### config.mk
export PLATFORM = sky130hd
export DESIGN_NAME = matrix_input_parser
export DESIGN_NICKNAME = d
export VERILOG_FILES = /design/src/rtl/matrix_pkg.sv /design/src/rtl/ascii_dec_token.sv /design/src/rtl/matrix_input_parser.sv
export SDC_FILE = /design/constraint.sdc
export NUM_CORES = 1
export LEC_CHECK = 0
export CAP_MARGIN = 20
export CORE_ASPECT_RATIO = 0.8
export CORE_MARGIN = 1
export CORE_UTILIZATION = 24
export CTS_CLUSTER_DIAMETER = 150
export DETAILED_ROUTE_END_ITERATION = 16
export GPL_TIMING_DRIVEN = 0
export PLACE_DENSITY_LB_ADDON = 0.3
export SYNTH_ARGS = -nofsm -noshare
export SYNTH_HDL_FRONTEND = slang
export SYNTH_SLANG_ARGS = --single-unit
### constraint.sdc
create_clock -name clk -period 3.35 [get_ports clk]
set_clock_uncertainty 0.2 [all_clocks]
set_input_delay 0.67 -clock clk [delete_from_list [all_inputs] [get_ports clk]]
set_output_delay 0.67 -clock clk [all_outputs]
set_load 0.05 [all_outputs]
### src/rtl/matrix_pkg.sv
// matrix_pkg: shared constants, error codes and parser state encoding for the matrix UART path
package matrix_pkg;
  localparam int MAX_SIZE = 5;
  localparam int ELEM_MAX = 9;
  localparam logic [7:0] ASCII_0 = 8'h30;
  localparam logic [7:0] ASCII_9 = 8'h39;
  localparam logic [7:0] ASCII_SP = 8'h20;
  localparam logic [7:0] ASCII_CR = 8'h0D;
  localparam logic [7:0] ASCII_LF = 8'h0A;
  localparam logic [7:0] ASCII_COMMA = 8'h2C;
  localparam logic [1:0] ERR_BAD_CHAR = 2'd1;
  localparam logic [1:0] ERR_DIM = 2'd2;
  localparam logic [1:0] ERR_ELEM = 2'd3;
  typedef enum logic [2:0] {
    IDLE, GET_ROW, GET_COL, GET_ELEM, COMMIT, DONE, ERROR, WAIT_RELEASE
  } state_t;
endpackage

### src/rtl/ascii_dec_token.sv
// ascii_dec_token: classifies rx bytes and accumulates saturating decimal tokens
module ascii_dec_token import matrix_pkg::*; (
  input  logic       clk,
  input  logic       rst_n,
  input  logic       en,
  input  logic       rx_valid,
  input  logic [7:0] rx_data,
  output logic       tok_done,
  output logic [7:0] tok_val,
  output logic       bad_char
);
  logic [7:0] acc;
  logic tok_active, is_dig, is_sep;
  logic [11:0] nxt;
  always_comb begin
    is_dig = rx_data >= ASCII_0 && rx_data <= ASCII_9;
    is_sep = rx_data == ASCII_SP || rx_data == ASCII_CR || rx_data == ASCII_LF || rx_data == ASCII_COMMA;
    nxt = {4'd0, acc} * 12'd10 + {8'd0, rx_data[3:0]};
    tok_done = en && rx_valid && is_sep && tok_active;
    bad_char = en && rx_valid && !is_dig && !is_sep;
    tok_val = acc;
  end
  always_ff @(posedge clk or negedge rst_n)
    if (!rst_n) begin
      acc <= '0;
      tok_active <= 1'b0;
    end else if (!en || tok_done) begin
      acc <= '0;
      tok_active <= 1'b0;
    end else if (rx_valid && is_dig) begin
      acc <= nxt > 12'd255 ? 8'hFF : nxt[7:0];
      tok_active <= 1'b1;
    end
endmodule

### src/rtl/matrix_input_parser.sv
// matrix_input_parser: parses "rows cols e0 e1 ..." from UART bytes into matrix storage writes
module matrix_input_parser #(
  parameter int MAX_SIZE = matrix_pkg::MAX_SIZE,
  parameter int ELEM_MAX = matrix_pkg::ELEM_MAX,
  parameter int ELEM_WIDTH = 4
) (
  input  logic                  clk,
  input  logic                  rst_n,
  input  logic                  start_req,
  input  logic                  cancel,
  output logic                  busy,
  input  logic                  rx_valid,
  input  logic [7:0]            rx_data,
  output logic                  alloc_req,
  output logic [2:0]            alloc_row,
  output logic [2:0]            alloc_col,
  output logic                  wr_en,
  output logic [2:0]            wr_row,
  output logic [2:0]            wr_col,
  output logic [ELEM_WIDTH-1:0] wr_data,
  output logic                  commit,
  output logic                  abort,
  output logic                  done,
  output logic                  err,
  output logic [1:0]            err_code
);
  import matrix_pkg::*;
  state_t state, nxt;
  logic tok_done, bad_char, alloced, in_get, complete, dim_ok, elem_ok, fail, last_col;
  logic [7:0] tok_val;
  logic [2:0] r_idx, c_idx;
  ascii_dec_token u_tok (
    .clk(clk), .rst_n(rst_n), .en(in_get && !complete), .rx_valid(rx_valid), .rx_data(rx_data),
    .tok_done(tok_done), .tok_val(tok_val), .bad_char(bad_char)
  );
  // complete: every element written, so trailing bytes are ignored while COMMIT is entered
  always_comb begin
    in_get = state inside {GET_ROW, GET_COL, GET_ELEM};
    complete = state == GET_ELEM && r_idx == alloc_row;
    dim_ok = tok_val >= 8'd1 && tok_val <= 8'(MAX_SIZE);
    elem_ok = tok_val <= 8'(ELEM_MAX);
    last_col = c_idx + 3'd1 == alloc_col;
    fail = in_get && (cancel || bad_char || (tok_done && (state == GET_ELEM ? !elem_ok : !dim_ok)));
  end
  always_ff @(posedge clk or negedge rst_n)
    if (!rst_n) state <= IDLE;
    else state <= nxt;
  always_comb begin
    nxt = state;
    case (state)
      IDLE: nxt = start_req ? GET_ROW : IDLE;
      GET_ROW: nxt = fail ? ERROR : tok_done ? GET_COL : GET_ROW;
      GET_COL: nxt = fail ? ERROR : tok_done ? GET_ELEM : GET_COL;
      GET_ELEM: nxt = fail ? ERROR : complete ? COMMIT : GET_ELEM;
      COMMIT: nxt = DONE;
      DONE, ERROR, WAIT_RELEASE: nxt = start_req ? WAIT_RELEASE : IDLE;
      default: nxt = IDLE;
    endcase
  end
  always_comb begin
    busy = state inside {GET_ROW, GET_COL, GET_ELEM, COMMIT, DONE, ERROR};
    commit = state == COMMIT;
    done = state == COMMIT;
    err = state == ERROR;
    abort = state == ERROR && alloced;
  end
  always_ff @(posedge clk or negedge rst_n)
    if (!rst_n) begin
      alloc_req <= 1'b0;
      alloc_row <= '0;
      alloc_col <= '0;
      wr_en <= 1'b0;
      wr_row <= '0;
      wr_col <= '0;
      wr_data <= '0;
      err_code <= '0;
      alloced <= 1'b0;
      r_idx <= '0;
      c_idx <= '0;
    end else begin
      alloc_req <= 1'b0;
      wr_en <= 1'b0;
      if (state == IDLE && start_req) begin
        err_code <= '0;
        alloced <= 1'b0;
      end
      if (fail && !cancel) err_code <= bad_char ? ERR_BAD_CHAR : state == GET_ELEM ? ERR_ELEM : ERR_DIM;
      if (tok_done && !fail) begin
        if (state == GET_ROW) alloc_row <= tok_val[2:0];
        if (state == GET_COL) begin
          alloc_col <= tok_val[2:0];
          alloc_req <= 1'b1;
          alloced <= 1'b1;
          r_idx <= '0;
          c_idx <= '0;
        end
        if (state == GET_ELEM) begin
          wr_en <= 1'b1;
          wr_row <= r_idx;
          wr_col <= c_idx;
          wr_data <= tok_val[ELEM_WIDTH-1:0];
          c_idx <= last_col ? 3'd0 : c_idx + 3'd1;
          r_idx <= last_col ? r_idx + 3'd1 : r_idx;
        end
      end
    end
endmodule

==> results of run 1 <==
-- power breakdown --
part / leakage [nW] / internal [mW] / switching [mW]
registers: 0.530 / 0.498 / 0.0244
clock network: 0.0838 / 0.351 / 0.194
logic: 0.904 / 0.179 / 0.353
total: 1.52 / 1.03 / 0.572
-- cell usage after synthesis, drive strengths merged, types with 5 or more instances --
master | instances | area share (%)
inv | 6 | 0.93
nor3 | 11 | 2.3
dfrtp | 39 | 40
buf | 5 | 1.4
xor2 | 8 | 2.9
nor2 | 16 | 3.2
nand2 | 13 | 2.0
o21ai | 11 | 2.3
ha | 17 | 8.7
o221a | 7 | 3.2
mux2 | 17 | 8.3
a21oi | 9 | 2.0
-- area by class of cell --
cell class                      instances  share of cell area (%)
Sequential cell                        39                    30.6
Clock buffer                            5                    3.92
Buffer                                  6                    1.18
Timing Repair Buffer                   40                    12.7
Inverter                                6                   0.706
Clock inverter                          3                    1.37
Multi-Input combinational cell        177                    44.2
Tap cell                              136                    5.33
-- registers in the layout, indices dropped and copies added (netlist names), 2 cells and up --
register / count
u_tok.tok_val: 8
wr_data: 4
alloc_col: 3
alloc_row: 3
c_idx: 3
r_idx: 3
state: 3
wr_col: 3
wr_row: 3
err_code: 2
-- critical path, stage by stage --
cell             delay, ps
clkdlybuf4s50_1        560
o41ai_1                490
o211ai_1               220
or4_1                  520
buf_6                  170
nor2_8                 150
mux2_4                 310
-- layer usage --
layer  wire (um)  share of wire, %  vias to the layer above  track usage (%)
met3         257               4.3                        5             3.17
li1            -                 -                      952                -
met1        3200                54                      929             18.1
met2        2440                41                       35             17.5
met4          58              0.97                        0             3.35
met5           0                 0                        -                0
-- repair_timing --
action	4_1_cts	5_1_grt
endpoints found under the setup margin	7	20
setup buffers	2	0
hold endpoints to repair	0	0
gates cloned	0	0
gates resized for setup	0	6
pin swaps	1	0
-- cells by family after synthesis --
logic type,after synthesis
simple gates,75
compound gates,50
flops,39
fa+ha+maj,20
mux,19
xor+xnor,13
buf+inv,12
-- path summary, 6_finish.rpt --
| check | start | to | slack (ps) | cells after the start |
|---|---|---|---|---|
| max reg2reg | u_tok.tok_val[1] | u_tok.tok_val[7] | 260 | 9 |
| max | rx_data[2] | alloc_col[1] | 230 | 7 |
| min in group clk | alloced | alloced | 280 | 1 |
| max in group asynchronous | rst_n | u_tok.tok_val[1] | 2490 | 2 |
| min reg2reg | alloced | alloced | 280 | 1 |
| min | rst_n | u_tok.tok_val[7] | 20 | 1 |
-- per-stage QoR --
stage          setup WS (ps)  setup TNS (ps)
3_3_place_gp           -79.7           -1320
2_1_floorplan            121               0
3_5_place_dp            -115           -1960
5_1_grt                 43.6               0
6_report                 227               0
4_1_cts                 98.9               0
==> summary.md, run 1 <==
| Metric | Value |
|---|---|
| Multi-input logic area | `1410 um^2` |
| Area share of fa/ha/maj cells after synthesis | `10.8%` |
| Port Buffers | `37` |
| DRT Wirelength | `slightly below 6000 um` |
| Endpoint class of the critical path | `flop` |
| I/O pin cnt | `38` |
| Cell variety after synth | `57` |
| Placed instance area | `between 2000 and 3000 um^2` |
| Power Density | `501 nW/um^2` |
| Status | `finished, final reports clean` |
| Die W | `115 um` |
| Filler cells | `997` |
| CTS Sinks | `39` |
| Total global routing overflow | `0` |
| Primary FF master, synth | `dfrtp_1` |
| #FFs+latches synth | `39` |
| # diodes | `0` |
| Synth Area in Compound Gates | `15.0%` |
| Row count | `32` |
| CTS Buf Count | `5` |
| First-pass GRT wire length | `approximately 10000 um` |
| Cells after DPL | `roughly 400` |
| Max-slew headroom | `57.1%` |
| Initial antenna violation count | `0` |
| Fin nets | `307` |
| DRT iter0 DRCs | `81` |
| Drt via density | `4.66` |
| Max-Cap Viols | `0` |
| Fin crit share | `93.2%` |
| Xor-xnor portion of the synthesized cell area | `5.25%` |
| Most frequent cells in the layout | `38 x dfrtp_1, 34 x clkdlybuf4s50_1, 17 x ha_1, 14 x nor2_1, 13 x mux2_2` |
| Worst Path Max Fanout | `10` |
| Number of global-route vias before repair | `between 1500 and 2000` |
| Reg area | `977 um^2` |
| Overall power | `1.60 mW` |
| Post-Syn Nets | `260` |
| Seq/Total Area, Yosys | `40.1%` |
| Largest net degree at the start of global routing | `35` |
| Later-pin clock latency in the skew report | `280 ps` |
| CP arrival | `3090 ps` |
| EDFF count, synth | `0` |
| WL/cell | `around 14 um` |
| Hold Slack | `21.5 ps` |
| Clock root buffer | `clkbuf_16` |
| Fin area | `about 3200 um^2` |
| TritonCTS clock tree | `done` |
| Core area | `9730 um^2` |
| Via count | `1921` |
| Global placer's final weighted congestion | `0.780` |
| Most common cell after layout, fill and taps aside | `dfrtp_1` |
| Avg Cell Area, Syn | `10.7 um^2` |
| Reg clk slew, reported paths | `60 ps` |
| Share of post-route cells with drive strength above 1 | `18.5%` |
| Pre-antenna DRT Iters | `4` |
| Hold Buf Count CTS | `0` |
| Antenna viol nets, final | `0` |
| DRC errors left | `0` |
| Hold Vio Cnt, Final | `0` |
| F_max | `0.320 GHz` |
| Leak | `1.52 nW` |
| Worst EP required | `3320 ps` |
| Final Util | `32.8%` |
| Die ar. | `10500 um^2` |
| Startpoint types | `input port` |
| Area share of and/or/nand/nor cells after synthesis | `17.2%` |
| Fin cells | `approximately 410` |
| Gr usage total | `12.3%` |
| Worst Tran Pin Value | `642 ps` |
| H-tree levels | `2` |
| Slew Limit Fails | `0` |
| Final setup viols | `0` |
| Initial Util | `between 20% and 30%` |
| Setup CP Type | `input port to flop` |
| Clock Tree Buf Depth | `2` |
| Post-synthesis mux area share | `a little under a tenth` |
| Min Tclk post-route | `between 3000 and 4000 ps` |
| RSZ-0062 raised after global routing | `false` |
| Async SR Flop Fraction | `100%` |
| Peak VDD IR | `~0.43 mV` |
| Post-DP HPWL | `4480 um` |
| Worst hold path type | `input port to async pin` |
| Synth Warn # | `0` |
| Post-Syn Instances | `228` |
| Layout area overhead | `31.2%` |
| Largest family of logic cells by synthesized area | `simple AND/OR/NAND/NOR gates` |
| Die Span Y | `92.0 um` |
| Netlist Area Pre-Place | `2430 um^2` |
(Power assumes the default switching activity.)
==> inputs of run 2 (changes only) <==
--- a/config.mk
+++ b/config.mk
@@ -8,7 +8,7 @@
 export CAP_MARGIN = 20
 export CORE_ASPECT_RATIO = 0.8
 export CORE_MARGIN = 1
-export CORE_UTILIZATION = 24
+export CORE_UTILIZATION = 54
 export CTS_CLUSTER_DIAMETER = 150
 export DETAILED_ROUTE_END_ITERATION = 16
 export GPL_TIMING_DRIVEN = 0
==> run 2 against run 1 <==
Effect of this change:
- non-clock buffer count is 2 lower
- global-route usage is 11 points higher
- sequential share of layout area is 1.8 points higher
- clock-buffer cell count is 1 higher
- critical endpoint is now abort
==> summary.md, run 2 (synthesis results as in run 1) <==
| Metric | Value |
|---|---|
| Power share of the clock group | `30.8% (was 34.1%)` |
| Port Buffers | `37 (unchanged)` |
| Gr usage total | `23.0% (was 12.3%)` |
| DRC errors left | `0 (unchanged)` |
| Drt via density | `6.00 (was 4.66)` |
| Reg clk slew, reported paths | `80 ps (was 60 ps)` |
| Clock Tree Buf Depth | `2 (unchanged)` |
| Number of global-route vias before repair | `1779 (was 1931)` |
| Top flop regs | `u_tok.tok_val x8, wr_data x4 (unchanged)` |
| Initial Util | `57.1% (was 25.0%)` |
| Final setup viols | `0 (unchanged)` |
| F_max | `0.316 GHz (was 0.320 GHz)` |
| Seq pwr share | `34.9% (was 32.7%)` |
| RSZ-0062 raised after global routing | `false (unchanged)` |
| WL/cell | `15.7 um (was 14.5 um)` |
| Psw | `0.531 mW (was 0.572 mW)` |
| Reg2reg start | `u_tok.tok_val[1] (unchanged)` |
| Via count | `1985 (was 1921)` |
| Max-slew headroom | `43.7% (was 57.1%)` |
| Hold Buf Count CTS | `0 (unchanged)` |
| Most flop-heavy register | `u_tok.tok_val (unchanged)` |
| Fin nets | `305 (was 307)` |
| Worst reg2reg path endpoint | `u_tok.tok_val[2] (was u_tok.tok_val[7])` |
| Worst Tran Pin Value | `844 ps (was 642 ps)` |
| R2r worst-path depth | `9 (unchanged)` |
| Reg-to-reg slack, setup | `180 ps (was 260 ps)` |
| Max reg flops | `8 (unchanged)` |
| Die Span Y | `62.0 um (was 92.0 um)` |
| Initial antenna violation count | `0 (unchanged)` |
| Die ar. | `4780 um^2 (was 10500 um^2)` |
| Cells after DPL | `322 (was 402)` |
| DRT iter0 DRCs | `190 (was 81)` |
| Worst EP required | `2480 ps (was 3320 ps)` |
| Total global routing overflow | `0 (unchanged)` |
| Sw frac | `35.3% (was 35.7%)` |
| # diodes | `0 (unchanged)` |
| Later-pin clock latency in the skew report | `290 ps (was 280 ps)` |
| CP arrival | `2300 ps (was 3090 ps)` |
| Fin cells | `331 (was 412)` |
| Most frequent cells in the layout | `39 x dfrtp_1, 36 x clkdlybuf4s50_1, 17 x ha_1, 14 x nor2_1, 13 x mux2_2 (was 38 x dfrtp_1, 34 x clkdlybuf4s50_1, 17 x ha_1, 14 x nor2_1, 13 x mux2_2)` |
| Status | `finished, final reports clean (unchanged)` |
| Power Density | `499 nW/um^2 (was 501 nW/um^2)` |
| Slew Limit Fails | `0 (unchanged)` |
| I/O pin cnt | `38 (unchanged)` |
| Min Tclk post-route | `3170 ps (was 3120 ps)` |
| Worst Path Max Fanout | `10 (unchanged)` |
| Layout area overhead | `23.8% (was 31.2%)` |
| Die W | `77.0 um (was 115 um)` |
| Worst hold path type | `input port to async pin (unchanged)` |
| First-pass GRT wire length | `8300 um (was 10000 um)` |
| CTS Sinks | `39 (unchanged)` |
| Setup CP Type | `flop to primary output (was input port to flop)` |
| DRT Wirelength | `5200 um (was 5960 um)` |
| Final WS setup | `183 ps (was 227 ps)` |
| Fin crit share | `94.5% (was 93.2%)` |
| DP Worst Slack | `-113 ps (was -115 ps)` |
| Antenna viol nets, final | `0 (unchanged)` |
| Clock root buffer | `clkbuf_8 (was clkbuf_16)` |
| Startpoint types | `flop (was input port)` |
| Overall power | `1.50 mW (was 1.60 mW)` |
| Largest net degree at the start of global routing | `40 (was 35)` |
| CTS Buf Count | `5 (unchanged)` |
| Most common cell after layout, fill and taps aside | `dfrtp_1 (unchanged)` |
| Pre-antenna DRT Iters | `4 (unchanged)` |
| Share of post-route cells with drive strength above 1 | `16.4% (was 18.5%)` |
| TritonCTS clock tree | `done (unchanged)` |
| Leak | `1.45 nW (was 1.52 nW)` |
| Global placer's final weighted congestion | `0.926 (was 0.780)` |
| Core area | `4260 um^2 (was 9730 um^2)` |
| Hold Vio Cnt, Final | `0 (unchanged)` |
| Endpoint class of the critical path | `primary output (was flop)` |
| H-tree levels | `2 (unchanged)` |
| Hold Slack | `284 ps (was 21.5 ps)` |
| Post-DP HPWL | `3950 um (was 4480 um)` |
| Peak VDD IR | `0.272 mV (was 0.427 mV)` |
| P_int | `0.971 mW (was 1.03 mW)` |
| Row count | `21 (was 32)` |
| Combinational power share | `34.3% (was 33.2%)` |
| Max-Cap Viols | `0 (unchanged)` |
run 2: cell types whose count changed in the layout (fill, tap and decap cells not counted), sizes merged:
cell and delta:
buf -2, clkdlybuf4s50 +2, clkinv -2, dlymetal6s2s -2, bufinv +1, clkbuf +1
run 2: worst max-delay path by stage:
stage | startpoint | end | slack [ps] | cells after the start
after detailed placement | rx_data[2] | wr_row[1] | -110 | 6
after global placement | rx_data[2] | wr_row[0] | -60 | 6
after CTS | u_tok.tok_val[1] | u_tok.tok_val[2] | 90 | 8
final | state[2] | abort | 180 | 5
after global routing | u_tok.tok_val[1] | u_tok.tok_val[4] | 9 | 9
after floorplan | state[2] | abort | 120 | 4
run 2: repair_timing:
action	4_1_cts	5_1_grt
gates resized for setup	0	1
buffers inserted	0	1
setup endpoints to repair	0	18
run 2: per-layer routing:
| layer | up-vias | share of wire (%) | global-route usage [%] |
|---|---|---|---|
| met5 | - | 0 | 0 |
| met3 | 8 | 5.5 | 4.96 |
| met1 | 964 | 45 | 29.9 |
| li1 | 948 | - | - |
| met2 | 65 | 48 | 39.8 |
| met4 | 0 | 1.1 | 7.28 |
run 2: cell type report:
type | instances | area [um^2]
Clock inverter | 2 | 60.1
Tap cell | 57 | 71.3
Multi-Input combinational cell | 177 | 1400
Timing Repair Buffer | 38 | 373
Inverter | 6 | 22.5
Sequential cell | 39 | 976
Buffer | 6 | 37.5
Clock buffer | 6 | 72.6
Fill cell | 340 | 1240
run 2: metrics by stage:
step	cell area [um^2]	setup TNS [ps]	util, %
final	3010	0	70.8
after global routing	3010	0	70.8
after CTS	3000	0	70.5
after detailed placement	2870	-1040	67.4
after global placement	2870	-623	67.5
after floorplan	2430	0	-
run 2: critical path: stages, from the launching register on:
cell and delay (ps):
dfrtp_1 460, inv_1 80, clkbuf_1 220, nor3_1 300, and2_1 160, clkdlybuf4s50_1 790
run 2: power groups by stage:
| stage | clock (mW) | combinational (mW) | sequential (mW) |
|---|---|---|---|
| final | 0.463 | 0.516 | 0.524 |
| after global routing | 0.484 | 0.557 | 0.529 |
| after CTS | 0.466 | 0.514 | 0.522 |
| after detailed placement | 0 | 0.510 | 0.532 |
| after global placement | 0 | 0.503 | 0.530 |
| after floorplan | 0 | 0.350 | 0.543 |
